<file path="src/rtl/reg_file_sb_pkg.sv">
// Shared types and default sizing for the register file with scoreboard.
// The state enum is used by the top-level FSM.
package reg_file_sb_pkg;

    typedef enum logic {CLEAR, READY} e_rf_state;

    localparam int RF_WIDTH = 8;
    localparam int RF_DEPTH = 4;

endpackage

</file>
<file path="src/rtl/reg_file_sb_rf_scoreboard.sv">
// Per-register pending bits. A reservation (set) wins over a writeback (clear)
// to the same register; a flush drops every outstanding reservation at once.
module rf_scoreboard
    import reg_file_sb_pkg::*;
#(
    parameter int DEPTH = RF_DEPTH,
    localparam int AW = $clog2(DEPTH)
) (
    input  logic             clk,
    input  logic             rst,
    input  logic             flush,
    input  logic             set_en,
    input  logic [AW-1:0]    set_addr,
    input  logic             clr_en,
    input  logic [AW-1:0]    clr_addr,
    output logic [DEPTH-1:0] pending
);

    always_ff @(posedge clk or negedge rst) begin
        if (!rst) begin
            pending <= '0;
        end else if (flush) begin
            pending <= '0;
        end else begin
            for (int i = 0; i < DEPTH; i++) begin
                if (set_en && set_addr == AW'(i)) begin
                    pending[i] <= 1'b1;
                end else if (clr_en && clr_addr == AW'(i)) begin
                    pending[i] <= 1'b0;
                end
            end
        end
    end

endmodule

</file>
<file path="src/rtl/reg_file_sb.sv">
// Register file with write-to-read bypass, pending scoreboard and a sequenced
// clear that zeroes one entry per cycle before the file reports ready.
module reg_file_sb
    import reg_file_sb_pkg::*;
#(
    parameter int WIDTH    = RF_WIDTH,
    parameter int DEPTH    = RF_DEPTH,
    parameter int RD_PORTS = 2,
    parameter int ZERO_R0  = 0,
    localparam int AW = $clog2(DEPTH)
) (
    input  logic                               clk,
    input  logic                               rst,
    input  logic                               clr_req,
    output logic                               ready,
    input  logic [RD_PORTS-1:0][AW-1:0]        rd_addr,
    output logic [RD_PORTS-1:0][WIDTH-1:0]     rd_data,
    output logic [RD_PORTS-1:0]                rd_valid,
    input  logic                               wr_en,
    input  logic [AW-1:0]                      wr_addr,
    input  logic [WIDTH-1:0]                   wr_data,
    input  logic                               rsv_en,
    input  logic [AW-1:0]                      rsv_addr
);

    e_rf_state        state;
    logic [AW-1:0]    cnt;
    logic [WIDTH-1:0] mem [DEPTH];
    logic [DEPTH-1:0] pending;
    logic             accept;
    logic             do_write;
    logic             do_rsv;
    logic             flush;

    // Writes and reservations only land in READY and never alongside a clear request.
    assign accept   = (state == READY) && !clr_req;
    assign do_write = accept && wr_en  && !((ZERO_R0 != 0) && wr_addr  == '0);
    assign do_rsv   = accept && rsv_en && !((ZERO_R0 != 0) && rsv_addr == '0);
    assign flush    = (state == READY) && clr_req;
    assign ready    = (state == READY);

    always_ff @(posedge clk or negedge rst) begin
        if (!rst) begin
            state <= CLEAR;
            cnt   <= '0;
        end else begin
            case (state)
                CLEAR: begin
                    cnt <= cnt + AW'(1);
                    if (cnt == AW'(DEPTH - 1)) begin
                        state <= READY;
                    end
                end
                READY: begin
                    if (clr_req) begin
                        state <= CLEAR;
                        cnt   <= '0;
                    end
                end
                default: begin
                    state <= CLEAR;
                    cnt   <= '0;
                end
            endcase
        end
    end

    // Storage has no reset; the clear sequence is what initialises it.
    always_ff @(posedge clk) begin
        if (state == CLEAR) begin
            mem[cnt] <= '0;
        end else if (do_write) begin
            mem[wr_addr] <= wr_data;
        end
    end

    rf_scoreboard #(
        .DEPTH(DEPTH)
    ) u_scoreboard (
        .clk     (clk),
        .rst     (rst),
        .flush   (flush),
        .set_en  (do_rsv),
        .set_addr(rsv_addr),
        .clr_en  (do_write),
        .clr_addr(wr_addr),
        .pending (pending)
    );

    always_comb begin
        rd_data  = '0;
        rd_valid = '0;
        for (int p = 0; p < RD_PORTS; p++) begin
            if (state != READY) begin
                rd_data[p]  = '0;
                rd_valid[p] = 1'b0;
            end else if ((ZERO_R0 != 0) && rd_addr[p] == '0) begin
                rd_data[p]  = '0;
                rd_valid[p] = 1'b1;
            end else if (wr_en && wr_addr == rd_addr[p]) begin
                rd_data[p]  = wr_data;
                rd_valid[p] = 1'b1;
            end else begin
                rd_data[p]  = mem[rd_addr[p]];
                rd_valid[p] = !pending[rd_addr[p]];
            end
        end
    end

endmodule
</file>
<file path="config.mk">
export PLATFORM = sky130hd
export DESIGN_NAME = reg_file_sb
export DESIGN_NICKNAME = d
export VERILOG_FILES = /design/src/rtl/reg_file_sb_pkg.sv /design/src/rtl/reg_file_sb_rf_scoreboard.sv /design/src/rtl/reg_file_sb.sv
export SDC_FILE = /design/constraint.sdc
export NUM_CORES = 1
export LEC_CHECK = 0
export ABC_AREA = 1
export CAP_MARGIN = 10
export CORE_MARGIN = 5
export CORE_UTILIZATION = 58
export DETAILED_ROUTE_END_ITERATION = 8
export PLACE_DENSITY = 0.85
export SLEW_MARGIN = 20
export SYNTH_ARGS = -nofsm -noshare
export SYNTH_HDL_FRONTEND = slang
export SYNTH_SLANG_ARGS = --single-unit
</file>
<file path="constraint.sdc">
create_clock -name clk -period 2.3 [get_ports clk]
set_clock_uncertainty 0.05 [all_clocks]
set_input_delay 0.69 -clock clk [delete_from_list [all_inputs] [get_ports clk]]
set_output_delay 0.69 -clock clk [all_outputs]
set_load 0.02 [all_outputs]
</file>
; Word-level counts from Yosys, hierarchy flattened
; Memory sizes are Yosys's and may differ from the RTL's.
; Cells that the tools add are included.
[classes]
add_sub_neg = 1
n_mul = 0
n_div = 0
magnitude_cmp = 2
eq_ne = 10
n_shift = 0
muxes = 33
bitwise = 1
reduce_logical = 24
[op_table]
columns = operator, n
row1 = $mux W8, 5
row2 = $mux W1, 21
row3 = $logic_and A1 B1 Y1, 14
row4 = $reduce_bool A3 Y1, 4
row5 = $eq A2 B2 Y1 const B, 5
row6 = $reduce_or A8 Y1, 1
row7 = $lt A2 B3 Y1 const B, 2
row8 = $bmux W1 S2, 2
row9 = $eq A2 B1 Y1 const B, 2
row10 = $eq A2 B2 Y1, 2
row11 = $logic_not A2 Y1, 2
row12 = $mux W2, 2
row13 = $mux W4, 1
row14 = $pmux W2 S2, 1
row15 = $logic_not A1 Y1, 3
row16 = $add A2 B1 Y2 const B, 1
row17 = $ne A2 B2 Y1 const B, 1
row18 = $pmux W1 S2, 1
row19 = $not A1 Y1, 1
[word_totals]
regBits = 7
latch_bits = 0
ram_bits = 32
romBits = 0
wordCells = 78
memories = 1
[mem_list]
columns = name, words, width, rd, rd_clocked_by_memory_dff, write_ports, line
row1 = mem, 4, 8, 2, 0, 1, reg_file_sb.sv:28  ; logic [WIDTH-1:0] mem [DEPTH];

; Longest topological paths before layout
; Gate-level depths: netlist of the first run.
[depth]
word_depth = 8
depth_mapped = 7
mapped_depth_nobuf = 7

; Modules after synthesis
; From an unflattened synthesis of the first run, not the netlist that was laid out.
[hier_totals]
cells_unflattened = 372
area_unflattened_um2 = 2577.5
[modules_own_cells]
columns = mod, n_inst, cells_per_inst, area_per_inst_um2, seq_area_each_um2
row1 = reg_file_sb, 1, 347, 2384.8, 1036.0
row2 = rf_scoreboard, 1, 25, 192.7, 100.1

; Worst setup path before layout of the first run
; OpenSTA, ideal clock, no wires.
[synth_path]
path_kind = input to output
from = in rd_addr[0] (netlist name)
to = out rd_valid[0]
arrival_ns = 1.517
setup_slack_ns = 0.043
stages = 6
path_buffers = 1
path_cell_list = buf_6 nand2_1 inv_1 nor2_4 nand2_1 a21oi_1
[synth_via]
elab_chain_len = 5
elab_cells_between_ends = 7
[synth_lines]
columns = element, line
row1 = start: declaration, reg_file_sb.sv:16  ; input logic [RD_PORTS-1:0][AW-1:0] rd_addr,
row2 = $bmux W1 S2, reg_file_sb.sv:105  ; rd_valid[p] = !pending[rd_addr[p]];
row3 = $mux W1 (implied by the code), reg_file_sb.sv:105
row4 = $logic_not A1 Y1, reg_file_sb.sv:105
row5 = $mux W1 *, reg_file_sb.sv:100  ; end else if (wr_en && wr_addr == rd_addr[p]) begin
row6 = $mux W1 *, reg_file_sb.sv:94  ; if (state != READY) begin
row7 = end: declaration, reg_file_sb.sv:18  ; output logic [RD_PORTS-1:0] rd_valid,
; Every way passes the cells marked *; elsewhere a longest branch is shown, timed or not. The select of a mux whose other input is x is not followed.

==> qor.log, run 1 <==
INFO  finish         layout-area-overhead-vs-synth=44.04%
INFO  route          topRoutingLayerUsed=met4
INFO  place          pre_cts_ws=-1051ps
INFO  place          place.detailed.instances=494
INFO  synthesis      ys_top_cells_by_area=sky130_fd_sc_hd__edfxtp_1, sky130_fd_sc_hd__nand2_1, sky130_fd_sc_hd__nand3_1, sky130_fd_sc_hd__inv_1, sky130_fd_sc_hd__nor2_1
INFO  route          drt_drc_violations_left=0
INFO  global_route   grt_start_max_net_pins=19
INFO  hold_path      hold_path_depth=2
INFO  worst_setup_path worst_path_max_delay_cell=sky130_fd_sc_hd__clkdlybuf4s50_1
INFO  worst_setup_path timing.critical_path.fanout_max=3
INFO  finish         layout_commonest_cell=sky130_fd_sc_hd__nand2_1
INFO  status         status=finished with violations
INFO  cts            clk-insertion-delay-late=300ps
INFO  route          route.antenna.remaining_nets=0
INFO  die            core-area=4324µm²
INFO  timing         grt_setup_unrepaired=yes
INFO  worst_setup_path cp.required=1560ps
INFO  cts            tritoncts_clock_tree=yes
INFO  synthesis      synth.yosys.warnings=0
INFO  global_route   grt.overflow.total=0
INFO  route          drt-vias-per-instance=6.218
INFO  global_route   grt_pass1_wl=14090µm
INFO  route          drt_first_pass_iters=7
INFO  route          wl_per_cell=20.08µm
INFO  die            floorplan.rows=24
INFO  timing         worst_pin_slew=379.7ps
INFO  synthesis      post_synth.cell_area_avg=6.912µm²
INFO  place          port_buffers=39
INFO  synthesis      netlist-cell-type-count=18
INFO  hold_path      hold_path.class=reg2reg
INFO  cts            numCtsBuffers=5
INFO  timing         layout_min_cycle_time=2495ps
INFO  cts            post_cts_clock_slew_at_the_launch_and_capture_registers_of_the_worst_setup_and_hold_paths=80ps
INFO  place          hpwl=5434µm
INFO  route          routed-wl-met2=4664µm
INFO  timing         final_max_slew_viol_count=0
INFO  route          route.met3.wl=1389µm
INFO  finish         finish.net_count=482
INFO  power          leakage=1.852nW
INFO  run            maxCapViolations=0
INFO  finish         num-fill-cells=233
INFO  power          p_per_area=873.8nW/µm²
INFO  timing         slew_headroom=74.60%
INFO  route          vias=3190
INFO  place          globalplace.congestion=0.8875
INFO  finish         finalNonFillerCells=513
INFO  die            die-area=5865µm²
INFO  synthesis      nets_in_the_synthesized_netlist=394
INFO  cts            numClockSinks=39
INFO  timing         max_freq=0.4008GHz
INFO  worst_setup_path worst_r2r_path_depth=7
INFO  synthesis      yosys.area.top_type_share=37.37%
INFO  status         failed_checks=setup timing
INFO  route          wl=10300µm
INFO  global_route   gr-usage-all-layers=30.57%
INFO  worst_setup_path path_cells=clkdlybuf4s50_1, inv_1, nand3_1, nand2_1, nor2_2, buf_6
INFO  die            die_width=76.58µm
INFO  cts            cts.hold.buffers_added=0
INFO  worst_setup_path crit_path_end_kind=output port
INFO  route          detail_route.wirelength.met1=3369µm
INFO  synthesis      yosysTopAreaCell=sky130_fd_sc_hd__edfxtp_1
INFO  cts            clock-root-buffer=sky130_fd_sc_hd__clkbuf_8
INFO  route          dr.first_iter.drc_count=426
INFO  finish         layout.core_utilization=85.65%
INFO  timing         hold_viol_final=0
INFO  synthesis      ys_seq_elements=39
INFO  global_route   grt_pass1_vias=2883
INFO  timing         final_min_period_over_clock_period=108.5%
INFO  worst_setup_path crit_arrival=1750ps
INFO  global_route   grt_antenna_before_repair=0
INFO  power          vdd.ir_drop.worst=0.5649mV
INFO  synthesis      postSynthCellCount=372
INFO  die            floorplan.initialDensity=59.46%
INFO  timing         finalWorstSetupSlack=-194.7ps
INFO  finish         layout_common_cells=sky130_fd_sc_hd__nand2_1, sky130_fd_sc_hd__inv_1, sky130_fd_sc_hd__nand3_1
INFO  finish         drive_above_1_share=29.07%
INFO  worst_setup_path r2r_slack=420ps
INFO  timing         setup_viol_count_final=18
INFO  die            die_h=76.58µm
INFO  cts            maximum_clock_insertion_buffer_count=2
INFO  cts            cts-htree-levels=2
INFO  finish         antenna_cells=0
INFO  synthesis      seq_area_frac_synth=44.18%
INFO  worst_setup_path critical_path.max_stage_delay=490ps
INFO  die            floorplan.io_pins=40
INFO  worst_setup_path timing_worst_setup_path_type=in2out
INFO  worst_setup_path critPathLaunchType=input port
INFO  synthesis      syn_area=2571µm²
-- state kept, by name, indices dropped and copies added (netlist names) --
signal                count
u_scoreboard.pending      4
cnt                       2
ready                     1
mem                      32
-- path summary, 6_finish.rpt --
kind,from,end
setup / recovery,wr_data[5],rd_data[13]
hold / removal,u_scoreboard.pending[0],u_scoreboard.pending[0]
setup reg to reg,ready,mem[3][2]
hold reg to reg,u_scoreboard.pending[0],u_scoreboard.pending[0]
max in group asynchronous,rst,cnt[0]
min in group asynchronous,rst,u_scoreboard.pending[0]
-- through the flow --
stage | setup TNS [ps] | instance area, µm² | total power, mW | hold WS (ps)
final | -2096 | 3704 | 3.236 | 516.8
after global routing | -3204 | 3704 | 3.383 | 544.5
after CTS | -1298 | 3535 | 3.017 | 512.2
after detailed placement | -24240 | 3296 | 2.540 | 499.8
after global placement | -22690 | 3296 | 2.487 | 496.3
after floorplan | 0 | 2571 | 1.920 | 344.4
-- per-layer routing --
metal / global-route usage, % / vias to the layer above
met5: 0 / -
met3: 5.437 / 111
met1: 37.32 / 1405
met2: 50.00 / 345
li1: - / 1329
met4: 18.36 / 0
-- critical path, delay by kind of cell --
family | cells | cell delay [ps]
buf+inv | 3 | 730
simple gates | 3 | 320
-- timing repair --
item	4_1_cts	5_1_grt
setup buffers	7	1
gates cloned	1	2
endpoints found under the setup margin	18	18
gates resized for setup	165	38
pin swaps	16	17
-- cell families (layout without fill, tap and decap cells) --
| logic type | Yosys count | after routing | share of synthesized area (%) |
|---|---|---|---|
| fa+ha+maj | 1 | 1 | 0.4865 |
| simple gates | 249 | 249 | 40.97 |
| flops | 39 | 39 | 44.18 |
| buf+inv | 74 | 163 | 12.46 |
| compound gates | 9 | 9 | 1.898 |
-- power by group --
group | internal, mW | switching (mW)
Clock | 0.212 | 0.256
Sequential | 1.05 | 0.0898
Combinational | 0.613 | 1.01
-- synth_stat cells --
master and n:
sky130_fd_sc_hd__a21oi_1 2, sky130_fd_sc_hd__buf_2 4, sky130_fd_sc_hd__buf_4 4, sky130_fd_sc_hd__buf_6 3, sky130_fd_sc_hd__dfrtp_1 7, sky130_fd_sc_hd__edfxtp_1 32
sky130_fd_sc_hd__ha_1 1, sky130_fd_sc_hd__inv_1 57, sky130_fd_sc_hd__inv_2 6, sky130_fd_sc_hd__nand2_1 133, sky130_fd_sc_hd__nand2_2 3, sky130_fd_sc_hd__nand3_1 59
sky130_fd_sc_hd__nand3_2 1, sky130_fd_sc_hd__nor2_1 48, sky130_fd_sc_hd__nor2_4 4, sky130_fd_sc_hd__nor3_1 1, sky130_fd_sc_hd__o21ai_0 6, sky130_fd_sc_hd__o21ai_2 1
-- layout make-up --
cell class              instances  area [µm²]  share of cell area (%)
clock inverters                 2       12.51                  0.3378
flip-flops and latches         39        1136                   30.68
repair buffers                 92       908.4                   24.53
inverters                      63       254.0                   6.858
clock buffers                   6       72.57                   1.959
well taps                      52       65.06                   1.757
multi-input cells             259        1255                   33.89
(Power assumes the default switching activity.)
==> run 2, diff against run 1 <==
CORE_MARGIN = 2   (was 5)
==> qor.log, run 2 (synthesis results as in run 1) <==
INFO  status         status=finished with violations
INFO  status         failed_checks=setup timing
INFO  global_route   grt_pass1_wl=12430µm
INFO  finish         layout.core_utilization=82.23%
INFO  timing         final_max_slew_viol_count=0
INFO  die            core-area=4324µm²
INFO  cts            tritoncts_clock_tree=yes
INFO  timing         grt_setup_unrepaired=yes
INFO  worst_setup_path timing.critical_path.fanout_max=8
INFO  worst_setup_path timing_worst_setup_path_type=in2out
INFO  cts            maximum_clock_insertion_buffer_count=2
INFO  route          vias=2893
INFO  timing         setup_viol_count_final=16
INFO  finish         number_of_flip_flops_in_the_largest_register=32
INFO  place          hpwl=4949µm
INFO  place          globalplace.congestion=0.8977
INFO  route          drt-vias-per-instance=5.798
INFO  route          route.antenna.remaining_nets=0
INFO  die            floorplan.rows=24
INFO  finish         layout-area-overhead-vs-synth=38.30%
INFO  global_route   grt_antenna_before_repair=0
INFO  cts            clk-insertion-delay-late=290ps
INFO  cts            numClockSinks=39
INFO  cts            post_cts_clock_slew_at_the_launch_and_capture_registers_of_the_worst_setup_and_hold_paths=80ps
INFO  worst_setup_path path_buf_inv=4
INFO  place          pre_cts_ws=-1045ps
INFO  place          port_buffers=39
INFO  die            die-area=4982µm²
INFO  cts            cts.hold.buffers_added=0
INFO  worst_setup_path crit_arrival=1670ps
INFO  timing         hold_viol_final=0
INFO  worst_setup_path worst_path_max_delay_cell=sky130_fd_sc_hd__buf_4
INFO  worst_setup_path path_cells=buf_8, buf_6, nand2_4, nand2_2, nor2_4, buf_12, nand3_1, nand2_1, nor2_1, buf_4
INFO  timing         max_freq=0.4150GHz
INFO  worst_setup_path r2r_slack=550ps
INFO  timing         slew_headroom=74.89%
INFO  finish         finish.net_count=468
INFO  cts            cts-htree-levels=2
INFO  die            floorplan.initialDensity=59.46%
INFO  worst_setup_path reg_to_reg_critical_path_startpoint=ready
INFO  worst_setup_path critical_path.max_stage_delay=150ps
INFO  global_route   grt.overflow.total=0
INFO  finish         largestRegisters=mem (32), u_scoreboard.pending (4), cnt (2)
INFO  route          dr.first_iter.drc_count=386
INFO  die            floorplan.io_pins=40
INFO  timing         worst_pin_slew=375.4ps
INFO  worst_setup_path timing.critical_path.depth=10
INFO  finish         largest_register=mem
INFO  die            die_width=70.58µm
INFO  global_route   grt_pass1_vias=2658
INFO  worst_setup_path cp.required=1560ps
INFO  global_route   grt_start_max_net_pins=22
INFO  finish         layout_commonest_cell=sky130_fd_sc_hd__nand2_1
INFO  finish         antenna_cells=0
INFO  hold_path      hold_path.class=reg2reg
INFO  power          power.total=3.072mW
INFO  route          drt_first_pass_iters=6
INFO  worst_setup_path worst_r2r_path_depth=8
INFO  worst_setup_path crit_path_end_kind=output port
INFO  route          wl=8622µm
INFO  power          p_per_area=863.9nW/µm²
INFO  power          vdd.ir_drop.worst=0.6148mV
INFO  route          wl_per_cell=17.28µm
INFO  worst_setup_path critPathLaunchType=input port
INFO  global_route   gr-usage-all-layers=32.53%
INFO  timing         layout_min_cycle_time=2410ps
INFO  power          leakage=1.775nW
INFO  worst_setup_path regToRegEndpoint=mem[3][3]
INFO  finish         drive_above_1_share=27.74%
INFO  worst_setup_path capturing_instance_or_port_of_the_critical_path=rd_data[1]
INFO  run            maxCapViolations=0
INFO  route          drt_drc_violations_left=0
INFO  cts            numCtsBuffers=5
INFO  timing         final_min_period_over_clock_period=104.8%
INFO  worst_setup_path crit_family=buffers and inverters
INFO  finish         num-fill-cells=259
INFO  finish         layout_common_cells=sky130_fd_sc_hd__nand2_1, sky130_fd_sc_hd__nand3_1, sky130_fd_sc_hd__inv_1
INFO  worst_setup_path setup.worst_path.start=wr_addr[0]
INFO  timing         finalWorstSetupSlack=-109.9ps
INFO  die            die_h=70.58µm
INFO  cts            clock-root-buffer=sky130_fd_sc_hd__clkbuf_8
-- run 2: cell count changes in the layout (fill, tap and decap cells not counted), sizes merged --
| cell | change |
|---|---|
| buf | -14 |
| clkbuf | +1 |
| clkdlybuf4s50 | -8 |
| clkinv | -1 |
| dlygate4sd2 | +8 |
-- run 2: worst min path at each step --
stage	startpoint	end	slack (ps)	cells after the start
after global routing	u_scoreboard.pending[3]	u_scoreboard.pending[3]	540	2
after CTS	u_scoreboard.pending[2]	u_scoreboard.pending[2]	510	2
after detailed placement	u_scoreboard.pending[2]	u_scoreboard.pending[2]	500	2
after global placement	u_scoreboard.pending[2]	u_scoreboard.pending[2]	490	2
final	u_scoreboard.pending[2]	u_scoreboard.pending[2]	520	2
after floorplan	rst	cnt[0]	340	0
-- run 2: stage by stage --
step	hold WS [ps]	instance area, µm²	instances	TNS (ps)
after floorplan	344.4	2571	372	0
after CTS	514.5	3385	496	-577.0
after global routing	544.2	3556	499	-2021
after detailed placement	503.2	3221	484	-23050
after global placement	493.1	3221	484	-21290
final	515.8	3556	499	-1460
-- run 2: routing by layer --
metal / vias to the layer above / wire length [µm] / GRT usage, %
li1: 1307 / - / -
met1: 1290 / 3050 / 40.64
met2: 228 / 4049 / 53.98
met3: 68 / 1014 / 7.265
met4: 0 / 507 / 15.51
met5: - / 0 / 0
-- run 2: layout make-up --
cell class                 count  area (µm²)  area share (%)
clock inverter                 1       7.507          0.2111
inverter                      63       254.0           7.143
clock buffer                   7       76.32           2.146
tap                           52       65.06           1.830
timing repair buffer          78       749.5           21.08
sequential                    39        1136           31.95
multi-input combinational    259        1267           35.64
-- run 2: timing repair --
| item | 4_1_cts | 5_1_grt |
|---|---|---|
| cloned | 0 | 2 |
| resized for setup | 175 | 35 |
| setup buffers | 4 | 1 |
| setup endpoints to repair | 18 | 18 |
| endpoints found under the hold margin | 0 | 0 |
| pin swaps | 23 | 11 |
-- run 2: report_power, final --
group	switching (mW)	leakage, nW	internal (mW)	total, mW
clock network	0.252	0.0385	0.215	0.467
registers	0.0754	0.400	1.05	1.13
logic	0.940	1.34	0.540	1.48
-- run 2: worst register-to-register path, stage by stage, from the launching register on --
cell and delay [ps]:
sky130_fd_sc_hd__dfrtp_1 400, sky130_fd_sc_hd__buf_12 180, sky130_fd_sc_hd__nand3_2 100, sky130_fd_sc_hd__inv_1 120, sky130_fd_sc_hd__nand2_1 110, sky130_fd_sc_hd__o21ai_2 100, sky130_fd_sc_hd__inv_1 80, sky130_fd_sc_hd__nor2_1 110
sky130_fd_sc_hd__buf_4 210
